$ cat config.mk
export PLATFORM = sky130hd
export DESIGN_NAME = steamer_core
export DESIGN_NICKNAME = d
export VERILOG_FILES = /design/src/rtl/steamer_pkg.sv /design/src/rtl/steamer_dstack.sv /design/src/rtl/steamer_core.sv
export SDC_FILE = /design/constraint.sdc
export NUM_CORES = 1
export LEC_CHECK = 0
export ABC_AREA = 1
export CELL_PAD_IN_SITES_DETAIL_PLACEMENT = 0
export CELL_PAD_IN_SITES_GLOBAL_PLACEMENT = 2
export CORE_ASPECT_RATIO = 1.25
export CORE_UTILIZATION = 29
export DETAILED_ROUTE_END_ITERATION = 10
export PLACE_DENSITY = 0.76
export SYNTH_ARGS = -nofsm -noshare
export SYNTH_HDL_FRONTEND = slang
export SYNTH_SLANG_ARGS = --single-unit
$ cat constraint.sdc
create_clock -name clk_i -period 2.09 [get_ports clk_i]
set_clock_uncertainty 0.1 [all_clocks]
set_input_delay 0.5225 -clock clk_i [delete_from_list [all_inputs] [get_ports clk_i]]
set_output_delay 0.5225 -clock clk_i [all_outputs]
set_load 0.05 [all_outputs]
$ cat src/rtl/steamer_pkg.sv
`default_nettype none
// ============================================================================
// Module   : steamer_pkg
// Brief    : Shared opcodes, sequencer phase encoding and geometry helpers
//            for the Steamer stack CPU.
// Revision : 1.0 - initial release
// ============================================================================
package steamer_pkg;

  // Four-bit slot opcodes. Codes 8, 9 and C..F are unused and decode to
  // either NOP or a trap depending on the build.
  localparam logic [3:0] OPC_NOP = 4'h0;
  localparam logic [3:0] OPC_LIT = 4'h1;
  localparam logic [3:0] OPC_FWM = 4'h2;
  localparam logic [3:0] OPC_SWM = 4'h3;
  localparam logic [3:0] OPC_ADD = 4'h4;
  localparam logic [3:0] OPC_AND = 4'h5;
  localparam logic [3:0] OPC_XOR = 4'h6;
  localparam logic [3:0] OPC_ZGO = 4'h7;
  localparam logic [3:0] OPC_FBM = 4'hA;
  localparam logic [3:0] OPC_SBM = 4'hB;

  // Sequencer phase: instruction fetch, or executing one of the packed slots.
  // The slot number itself lives in a separate counter because the number
  // of slots depends on the word width.
  typedef enum logic [0:0] {
    PH_FETCH = 1'b0,
    PH_SLOT  = 1'b1
  } phase_e;

  // Number of byte-address bits below the word address (log2 of bytes/word).
  function automatic int f_bl(input int dw);
    return (dw == 32) ? 2 : 1;
  endfunction

  // Number of 4-bit opcode slots packed into one instruction word.
  function automatic int f_ns(input int dw);
    return dw / 4;
  endfunction

endpackage
`default_nettype wire

$ cat src/rtl/steamer_dstack.sv
`default_nettype none
// ============================================================================
// Module   : steamer_dstack
// Brief    : DEPTH x DW register data stack. Entry DEPTH-1 is TOS, DEPTH-2
//            is NOS. Push drops entry 0, pops replicate entry 0; both silent.
// Revision : 1.0 - initial release
// ============================================================================
module steamer_dstack
  import steamer_pkg::*;
#(
  parameter int DW    = 16,
  parameter int DEPTH = 3
) (
  input  logic          clk_i,
  input  logic          res_ni,
  input  logic          push,
  input  logic          pop1,
  input  logic          pop2,
  input  logic          wr_tos,
  input  logic [DW-1:0] din,
  output logic [DW-1:0] tos,
  output logic [DW-1:0] nos
);

  logic [DW-1:0] stk_q [DEPTH];
  logic [DW-1:0] stk_d [DEPTH];

  // Next stack image: shift for push/pop, then optionally overwrite TOS
  // (a pop1 followed by a TOS write implements the binary ALU ops).
  always_comb begin
    for (int i = 0; i < DEPTH; i++) begin
      stk_d[i] = stk_q[i];
    end
    if (push) begin
      for (int i = 0; i < DEPTH - 1; i++) begin
        stk_d[i] = stk_q[i+1];
      end
      stk_d[DEPTH-1] = din;
    end else if (pop2) begin
      for (int i = 2; i < DEPTH; i++) begin
        stk_d[i] = stk_q[i-2];
      end
      stk_d[1] = stk_q[0];
      stk_d[0] = stk_q[0];
    end else if (pop1) begin
      for (int i = 1; i < DEPTH; i++) begin
        stk_d[i] = stk_q[i-1];
      end
      stk_d[0] = stk_q[0];
    end
    if (wr_tos && !push) begin
      stk_d[DEPTH-1] = din;
    end
  end

  // Stack registers, cleared by the asynchronous reset.
  always_ff @(posedge clk_i or negedge res_ni) begin
    if (!res_ni) begin
      for (int i = 0; i < DEPTH; i++) begin
        stk_q[i] <= '0;
      end
    end else begin
      for (int i = 0; i < DEPTH; i++) begin
        stk_q[i] <= stk_d[i];
      end
    end
  end

  assign tos = stk_q[DEPTH-1];
  assign nos = stk_q[DEPTH-2];

endmodule
`default_nettype wire

$ cat src/rtl/steamer_core.sv
`default_nettype none
// ============================================================================
// Module   : steamer_core
// Brief    : Parametrised Steamer stack CPU: DW-bit words holding DW/4 4-bit
//            opcodes, DEPTH-entry data stack, Wishbone-classic master with
//            byte strobes. Build option STEAMER_TRAP_EN turns unused opcodes
//            into a trap to TRAP_VECTOR (otherwise they act as NOP).
// Revision : 1.0 - initial release
// ============================================================================
module steamer_core
  import steamer_pkg::*;
#(
  parameter int            DW           = 16,
  parameter int            DEPTH        = 3,
  parameter logic [DW-1:0] RESET_VECTOR = 'hFFF0,
  parameter logic [DW-1:0] TRAP_VECTOR  = 'hFFE0
) (
  input  logic                   clk_i,
  input  logic                   res_ni,
  output logic [DW-f_bl(DW)-1:0] adr_o,
  output logic                   we_o,
  output logic                   cyc_o,
  output logic [DW/8-1:0]        stb_o,
  output logic                   vda_o,
  output logic                   vpa_o,
  output logic [DW-1:0]          dat_o,
  input  logic                   ack_i,
  input  logic [DW-1:0]          dat_i
);

  localparam int            BL      = f_bl(DW);
  localparam int            NS      = f_ns(DW);
  localparam int            NB      = DW / 8;
  localparam logic [DW-1:0] STEP    = DW'(NB);
  localparam logic [3:0]    NS_LAST = 4'(NS);
`ifdef STEAMER_TRAP_EN
  localparam bit            TRAP_EN = 1'b1;
`else
  localparam bit            TRAP_EN = 1'b0;
`endif

  phase_e        phase_q, phase_d;
  logic [3:0]    slot_q, slot_d;
  logic [DW-1:0] ir_q, ir_d;
  logic [DW-1:0] p_q, p_d;

  logic [3:0]    opc;
  logic [DW-1:0] ir_shift;
  logic          bus_cyc;
  logic          done;
  logic          go_fetch;
  logic [7:0]    rd_byte;
  logic [NB-1:0] lane_stb;

  logic          st_push, st_pop1, st_pop2, st_wr_tos;
  logic [DW-1:0] st_din;
  logic [DW-1:0] tos, nos;

  steamer_dstack #(
    .DW    (DW),
    .DEPTH (DEPTH)
  ) u_dstack (
    .clk_i  (clk_i),
    .res_ni (res_ni),
    .push   (st_push),
    .pop1   (st_pop1),
    .pop2   (st_pop2),
    .wr_tos (st_wr_tos),
    .din    (st_din),
    .tos    (tos),
    .nos    (nos)
  );

  assign opc      = ir_q[DW-1 -: 4];
  assign ir_shift = {ir_q[DW-5:0], 4'h0};
  assign rd_byte  = dat_i[{tos[BL-1:0], 3'b000} +: 8];
  assign lane_stb = NB'(1) << tos[BL-1:0];

  // Bus decode: every output is a pure function of phase, current opcode,
  // p and the top two stack entries. Data addresses drop z's byte bits.
  always_comb begin
    bus_cyc = 1'b0;
    we_o    = 1'b0;
    stb_o   = '0;
    vda_o   = 1'b0;
    vpa_o   = 1'b0;
    adr_o   = '0;
    dat_o   = '0;
    if (phase_q == PH_FETCH) begin
      bus_cyc = 1'b1;
      stb_o   = '1;
      vpa_o   = 1'b1;
      adr_o   = p_q[DW-1:BL];
    end else begin
      case (opc)
        OPC_LIT: begin
          bus_cyc = 1'b1;
          stb_o   = '1;
          vda_o   = 1'b1;
          vpa_o   = 1'b1;
          adr_o   = p_q[DW-1:BL];
        end
        OPC_FWM: begin
          bus_cyc = 1'b1;
          stb_o   = '1;
          vda_o   = 1'b1;
          adr_o   = tos[DW-1:BL];
        end
        OPC_SWM: begin
          bus_cyc = 1'b1;
          we_o    = 1'b1;
          stb_o   = '1;
          vda_o   = 1'b1;
          adr_o   = tos[DW-1:BL];
          dat_o   = nos;
        end
        OPC_FBM: begin
          bus_cyc = 1'b1;
          stb_o   = lane_stb;
          vda_o   = 1'b1;
          adr_o   = tos[DW-1:BL];
        end
        OPC_SBM: begin
          bus_cyc = 1'b1;
          we_o    = 1'b1;
          stb_o   = lane_stb;
          vda_o   = 1'b1;
          adr_o   = tos[DW-1:BL];
          dat_o   = {NB{nos[7:0]}};
        end
        default: begin
        end
      endcase
    end
  end

  // The cycle is withdrawn while reset is held, so a bus slave never sees
  // a request from a core that is being reset.
  assign cyc_o = bus_cyc & res_ni;
  assign done  = ~cyc_o | ack_i;

  // Sequencer: fetch, slot execution and stack control; nothing moves
  // until the current step is done, which makes wait states transparent.
  always_comb begin
    phase_d   = phase_q;
    slot_d    = slot_q;
    ir_d      = ir_q;
    p_d       = p_q;
    go_fetch  = 1'b0;
    st_push   = 1'b0;
    st_pop1   = 1'b0;
    st_pop2   = 1'b0;
    st_wr_tos = 1'b0;
    st_din    = '0;
    if (done) begin
      if (phase_q == PH_FETCH) begin
        ir_d = dat_i;
        p_d  = p_q + STEP;
        // An all-NOP word would do nothing, so it is skipped at fetch.
        if (dat_i != '0) begin
          phase_d = PH_SLOT;
          slot_d  = 4'd1;
        end
      end else begin
        ir_d     = ir_shift;
        slot_d   = slot_q + 4'd1;
        go_fetch = (ir_shift == '0) || (slot_q == NS_LAST);
        case (opc)
          OPC_LIT: begin
            st_push = 1'b1;
            st_din  = dat_i;
            p_d     = p_q + STEP;
          end
          OPC_FWM: begin
            st_wr_tos = 1'b1;
            st_din    = dat_i;
          end
          OPC_FBM: begin
            st_wr_tos = 1'b1;
            st_din    = DW'(rd_byte);
          end
          OPC_SWM, OPC_SBM: begin
            st_pop2 = 1'b1;
          end
          OPC_ADD: begin
            st_pop1   = 1'b1;
            st_wr_tos = 1'b1;
            st_din    = nos + tos;
          end
          OPC_AND: begin
            st_pop1   = 1'b1;
            st_wr_tos = 1'b1;
            st_din    = nos & tos;
          end
          OPC_XOR: begin
            st_pop1   = 1'b1;
            st_wr_tos = 1'b1;
            st_din    = nos ^ tos;
          end
          OPC_ZGO: begin
            st_pop2 = 1'b1;
            if (nos == '0) begin
              p_d      = {tos[DW-1:BL], BL'(0)};
              go_fetch = 1'b1;
            end
          end
          OPC_NOP: begin
          end
          default: begin
            // Unused opcode: p already holds the address of the next word,
            // which is what a trap handler needs to return to.
            if (TRAP_EN) begin
              st_push  = 1'b1;
              st_din   = p_q;
              p_d      = TRAP_VECTOR;
              go_fetch = 1'b1;
            end
          end
        endcase
        if (go_fetch) begin
          phase_d = PH_FETCH;
        end
      end
    end
  end

  // Architectural state registers with asynchronous reset to the boot vector.
  always_ff @(posedge clk_i or negedge res_ni) begin
    if (!res_ni) begin
      phase_q <= PH_FETCH;
      slot_q  <= 4'd1;
      ir_q    <= '0;
      p_q     <= RESET_VECTOR;
    end else begin
      phase_q <= phase_d;
      slot_q  <= slot_d;
      ir_q    <= ir_d;
      p_q     <= p_d;
    end
  end

endmodule
`default_nettype wire

-- Yosys cells after proc, flatten, opt, wreduce, memory -nomap -nowiden
Cells that the tools add are included.
- bitwise logic cells: 5
- $add $sub $neg: 3
- reduce and logical (&&, ||, !) cells: 20
- multiplexer cells: 44
- eq/ne operators: 12
- shift operators: 2
- operators by type and width (operator ; count):
    $mux 16 ; 7
    $mux 48 ; 2
    $pmux 16 s5 ; 1
    $pmux 16 s2 ; 2
    $logic_not 16->1 ; 2
    $mux 32 ; 1
    $pmux 15 s2 ; 1
    $mux 1 ; 25
    $eq 4x3->1 const B ; 5
    $add 16x16->16 ; 1
    $add 16x2->16 const B ; 1
    $and 16x16->16 ; 1
    $reduce_bool 16->1 ; 1
    $shiftx 16x5->8 ; 1
    $xor 16x16->16 ; 1
    $mux 15 ; 1
    $reduce_or 5->1 ; 2
    $reduce_or 3->1 ; 3
    $eq 4x2->1 const B ; 2
    $eq 4x4->1 const B ; 2
    $mux 4 ; 2
    $reduce_or 2->1 ; 3
    $add 4x1->4 const B ; 1
    $eq 4x1->1 const B ; 1
    other kinds (17) ; 17
- logic and storage cells: 93
- bits of input ports: 19
- flip-flop bits (word level): 85

-- Depth between registers and ports, before layout
- word-level depth: 12
- gate-level depth with buffers: 13
- depth with buffers taken out: 13

-- Modules after synthesis
Synthesis repeated with hierarchy kept, for this count alone.
- cell total of the unflattened synthesis: 1021
- area total of the unflattened synthesis: 6817.8 um2
- by module, submodules not included (module ; area each (um2) ; sequential area each (um2) ; instances ; cells an instance):
    steamer_core ; 4255.3 ; 917.1 ; 1 ; 702
    steamer_dstack ; 2562.5 ; 1201.2 ; 1 ; 319

-- Least setup slack after synthesis
Ideal clock, no wire load.
- path type: register to output
- from: register u_dstack.stk_q, in the netlist u_dstack.tos[0]
- to: output port stb_o[1]
- stages on the path, launching flop included: 4
- data required time: 1.467 ns
- arrival: 2.586 ns
- path slack: -1.119 ns
- path buffers: 1
- path through: dfrtp_1 clkbuf_1 inv_2 o311ai_0
- longest elaborated chain between the ends: 3
- RTL lines (item ; line ; RTL):
    start: declaration ; steamer_dstack.sv:25 ; logic [DW-1:0] stk_q [DEPTH];
    start signal: indexed assignment ; steamer_dstack.sv:64 ; stk_q[i] <= stk_d[i];
    $shl 1x1->2 ; steamer_core.sv:77 ; assign lane_stb = NB'(1) << tos[BL-1:0];
    $pmux 2 s2 ; steamer_core.sv:95 ; case (opc)
    $mux 2 ; steamer_core.sv:89 ; if (phase_q == PH_FETCH) begin
    end: declaration ; steamer_core.sv:23 ; output logic [DW/8-1:0] stb_o,
Every way passes these cells.

-- Worst setup path after layout
- from: register ir_q[13]
- to: output port dat_o[8]
- longest elaborated chain between the ends: 3
- RTL lines (item ; line ; RTL):
    start: declaration ; steamer_core.sv:44 ; logic [DW-1:0] ir_q, ir_d;
    start signal: assignment ; steamer_core.sv:237 ; ir_q <= ir_d;
    $eq 4x4->1 / $eq 4x2->1 (equally long branches) ; steamer_core.sv:95 ;
    $pmux 16 s2 * ; steamer_core.sv:95 ;
    $mux 16 * ; steamer_core.sv:89 ;
    end: declaration ; steamer_core.sv:26 ; output logic [DW-1:0] dat_o,
Every way passes the cells marked *; elsewhere a longest branch is shown, timed or not.

==> results.ini <==
[clock_network]
cts.sinks=84
numCtsBuffers=9
postCtsHoldBufs=0
tritoncts=built
root_buffer=clkbuf_16
cts.path.max_buffers=2
clk_pin_slew_ns=0.08
h-tree-depth=3
insertion_delay_ns=0.35

[floorplan]
dieArea_um2=21800
ios=56
num_rows=59
die_y_um=165
start_util_pct=29.5
die_w_um=132
core-area_um2=20800

[critical_path]
r2r_setup_slack_ns=-0.13
r2r.worst_path.cells=13
cp-start-kind=flip-flop
cp.required_ns=1.47
endpoint_kind=output port
r2r-end=u_dstack.tos[6]
arrival_ns=1.79
rr_startpoint=ir_q[13]
path_max_fanout=8
crit_type=reg2out

[synthesis]
netlist.top_cell.by_area=dfrtp_1
synth_area_leaders=dfrtp_1, nand2_1, o21ai_0, inv_1, nand3_1
yosysSeqAreaShare_pct=34.4
async_reset_ff_share_pct=100
yosys_most_used_dff=dfrtp_1
synth_top_area_share_pct=28.9
synth.distinct_cells=43
synthesis.area_um2=6150
synth-seq-cells=84
synth-edff-count=0
syn-instance-count=922
synthesis.nets=961
avgSynthCellArea_um2=6.67
ys_warn_count=0

[global_route]
grt_max_degree=85
grt_util_all_layers_pct=23.5
grt_pass1_wl_mm=38.8
antenna_found_initial=0
grt_overflow=0
grt_pass1_vias=6800

[power_and_ir_drop]
vdd_drop_max_mv=1.11
power_mw=16.3
powerDensity_nw_per_um2=1670
power_leakage_nw=4.56

[layout]
antenna_cells=0
drive_above_1_share_pct=33.0
mostFrequentLayoutCells=nand2_1, buf_4, inv_1
final_nets=1150
sequential_cell_area_um2=2120
layout_commonest_cell=nand2_1
fin_cells=1390
multi_input_area_um2=4220
fillers=2128
area_growth_pct=58.0

[status]
failed_checks=setup timing
outcome=finished with violations

[timing]
slew_violations=0
clock.fmax_mhz=414
worst_pin_slew_ns=0.480
rsz0062_at_grt=yes
period_needed_ns=2.41
slew_headroom_pct=68.0
fin_ws_ns=-0.325
finalSetupViolations=86
fin_crit_sh_pct=116
finalHoldViolations=0

[route]
antenna_left=0
routedWlPerCell_um=18.1
finalWirelength_mm=25.1
vias=6859
drtIter0Drc=389
route.detailed.drc=0
viasPerCell=4.93
dr.pass1.iters=5

[placed_design]
place.detailed.hpwl_mm=19.1
io_buffers=55
place_ws_ns=-0.250
place_inst=1345
gp_congestion=0.826

[run]
max_cap_viol_count=0

[hold_path]
hold_class=in2async

==> synth_stat cells, types with 11 or more instances <==
library cell,number
a21oi_1,42
dfrtp_1,71
dfstp_2,13
ha_1,19
inv_1,102
nand2_1,295
nand3_1,76
nand4_1,16
nor2_1,67
nor3_1,12
o211ai_1,19
o21ai_0,78
o21ai_1,11
==> per-stage QoR <==
step / setup TNS (ns) / hold slack (ns) / util (%) / cell area (um2)
after floorplan: -4.19 / 0.127 / - / 6290
after CTS: -8.27 / 0.208 / 44.0 / 9160
after detailed placement: -3.10 / 0.382 / 39.7 / 8270
after global placement: -3.29 / 0.373 / 39.7 / 8270
after global routing: -18.43 / 0.244 / 46.7 / 9720
final: -11.87 / 0.225 / 46.7 / 9720
==> state kept, by name, indices dropped and copies added, names as in the netlist <==
signal          flops
ir_q               16
u_dstack.nos       16
u_dstack.stk_q     16
u_dstack.tos       16
p_q                15
slot_q              4
phase_q             1
==> per-layer routing <==
| layer | global-route usage, % | routed length, um | up-vias |
|---|---|---|---|
| li1 | - | - | 3421 |
| met1 | 29.8 | 11300 | 3254 |
| met2 | 41.9 | 12400 | 147 |
| met3 | 2.55 | 797 | 37 |
| met4 | 7.16 | 604 | 0 |
| met5 | 0 | 0 | - |
==> how the worst max path moves through the flow <==
stage	start	to	cells past startpoint
final	ir_q[13]	dat_o[8]	7
after global routing	ir_q[14]	dat_o[8]	7
after CTS	ir_q[14]	adr_o[2]	7
after detailed placement	dat_i[10]	slot_q[0]	7
after global placement	dat_i[10]	slot_q[0]	7
after floorplan	phase_q	vda_o	4
==> layout make-up <==
cell class | instances | share of cell area, %
timing repair buffer | 205 | 23.4
multi-input combinational | 699 | 43.4
sequential | 84 | 21.8
clock inverter | 7 | 0.837
clock buffer | 9 | 2.32
tap | 274 | 3.53
inverter | 112 | 4.71
==> worst max-delay path: stages (launching register included) <==
cell	delay, ns
dfrtp_2	0.45
buf_6	0.14
nand2_4	0.07
nor2_4	0.13
buf_6	0.16
nand2_1	0.13
a21oi_4	0.20
buf_12	0.16
==> logic make-up after synthesis <==
| kind of cell | share of synthesized area (%) |
|---|---|
| and+or+nand+nor | 34.5 |
| AOI/OAI and AO/OA | 16.1 |
| buffers and inverters | 9.32 |
| DFF | 34.4 |
| adders and majority gates | 4.19 |
| xor gates and xnor gates | 1.28 |
| muxes | 0.163 |
==> power by group <==
part           internal [mW]  switching (mW)  leakage [nW]
Clock                  0.950           0.775         0.153
Sequential              2.36           0.545          1.06
Combinational           4.98            6.65          3.35
==> what timing repair did <==
item | CTS | global route
endpoints found under the setup margin | 44 | 80
gates resized for setup | 116 | 126
buffers inserted | 15 | 16
pin swaps | 21 | 32
endpoints found under the hold margin | 0 | 0
gates cloned | 1 | 5
(Power assumes the default switching activity.)
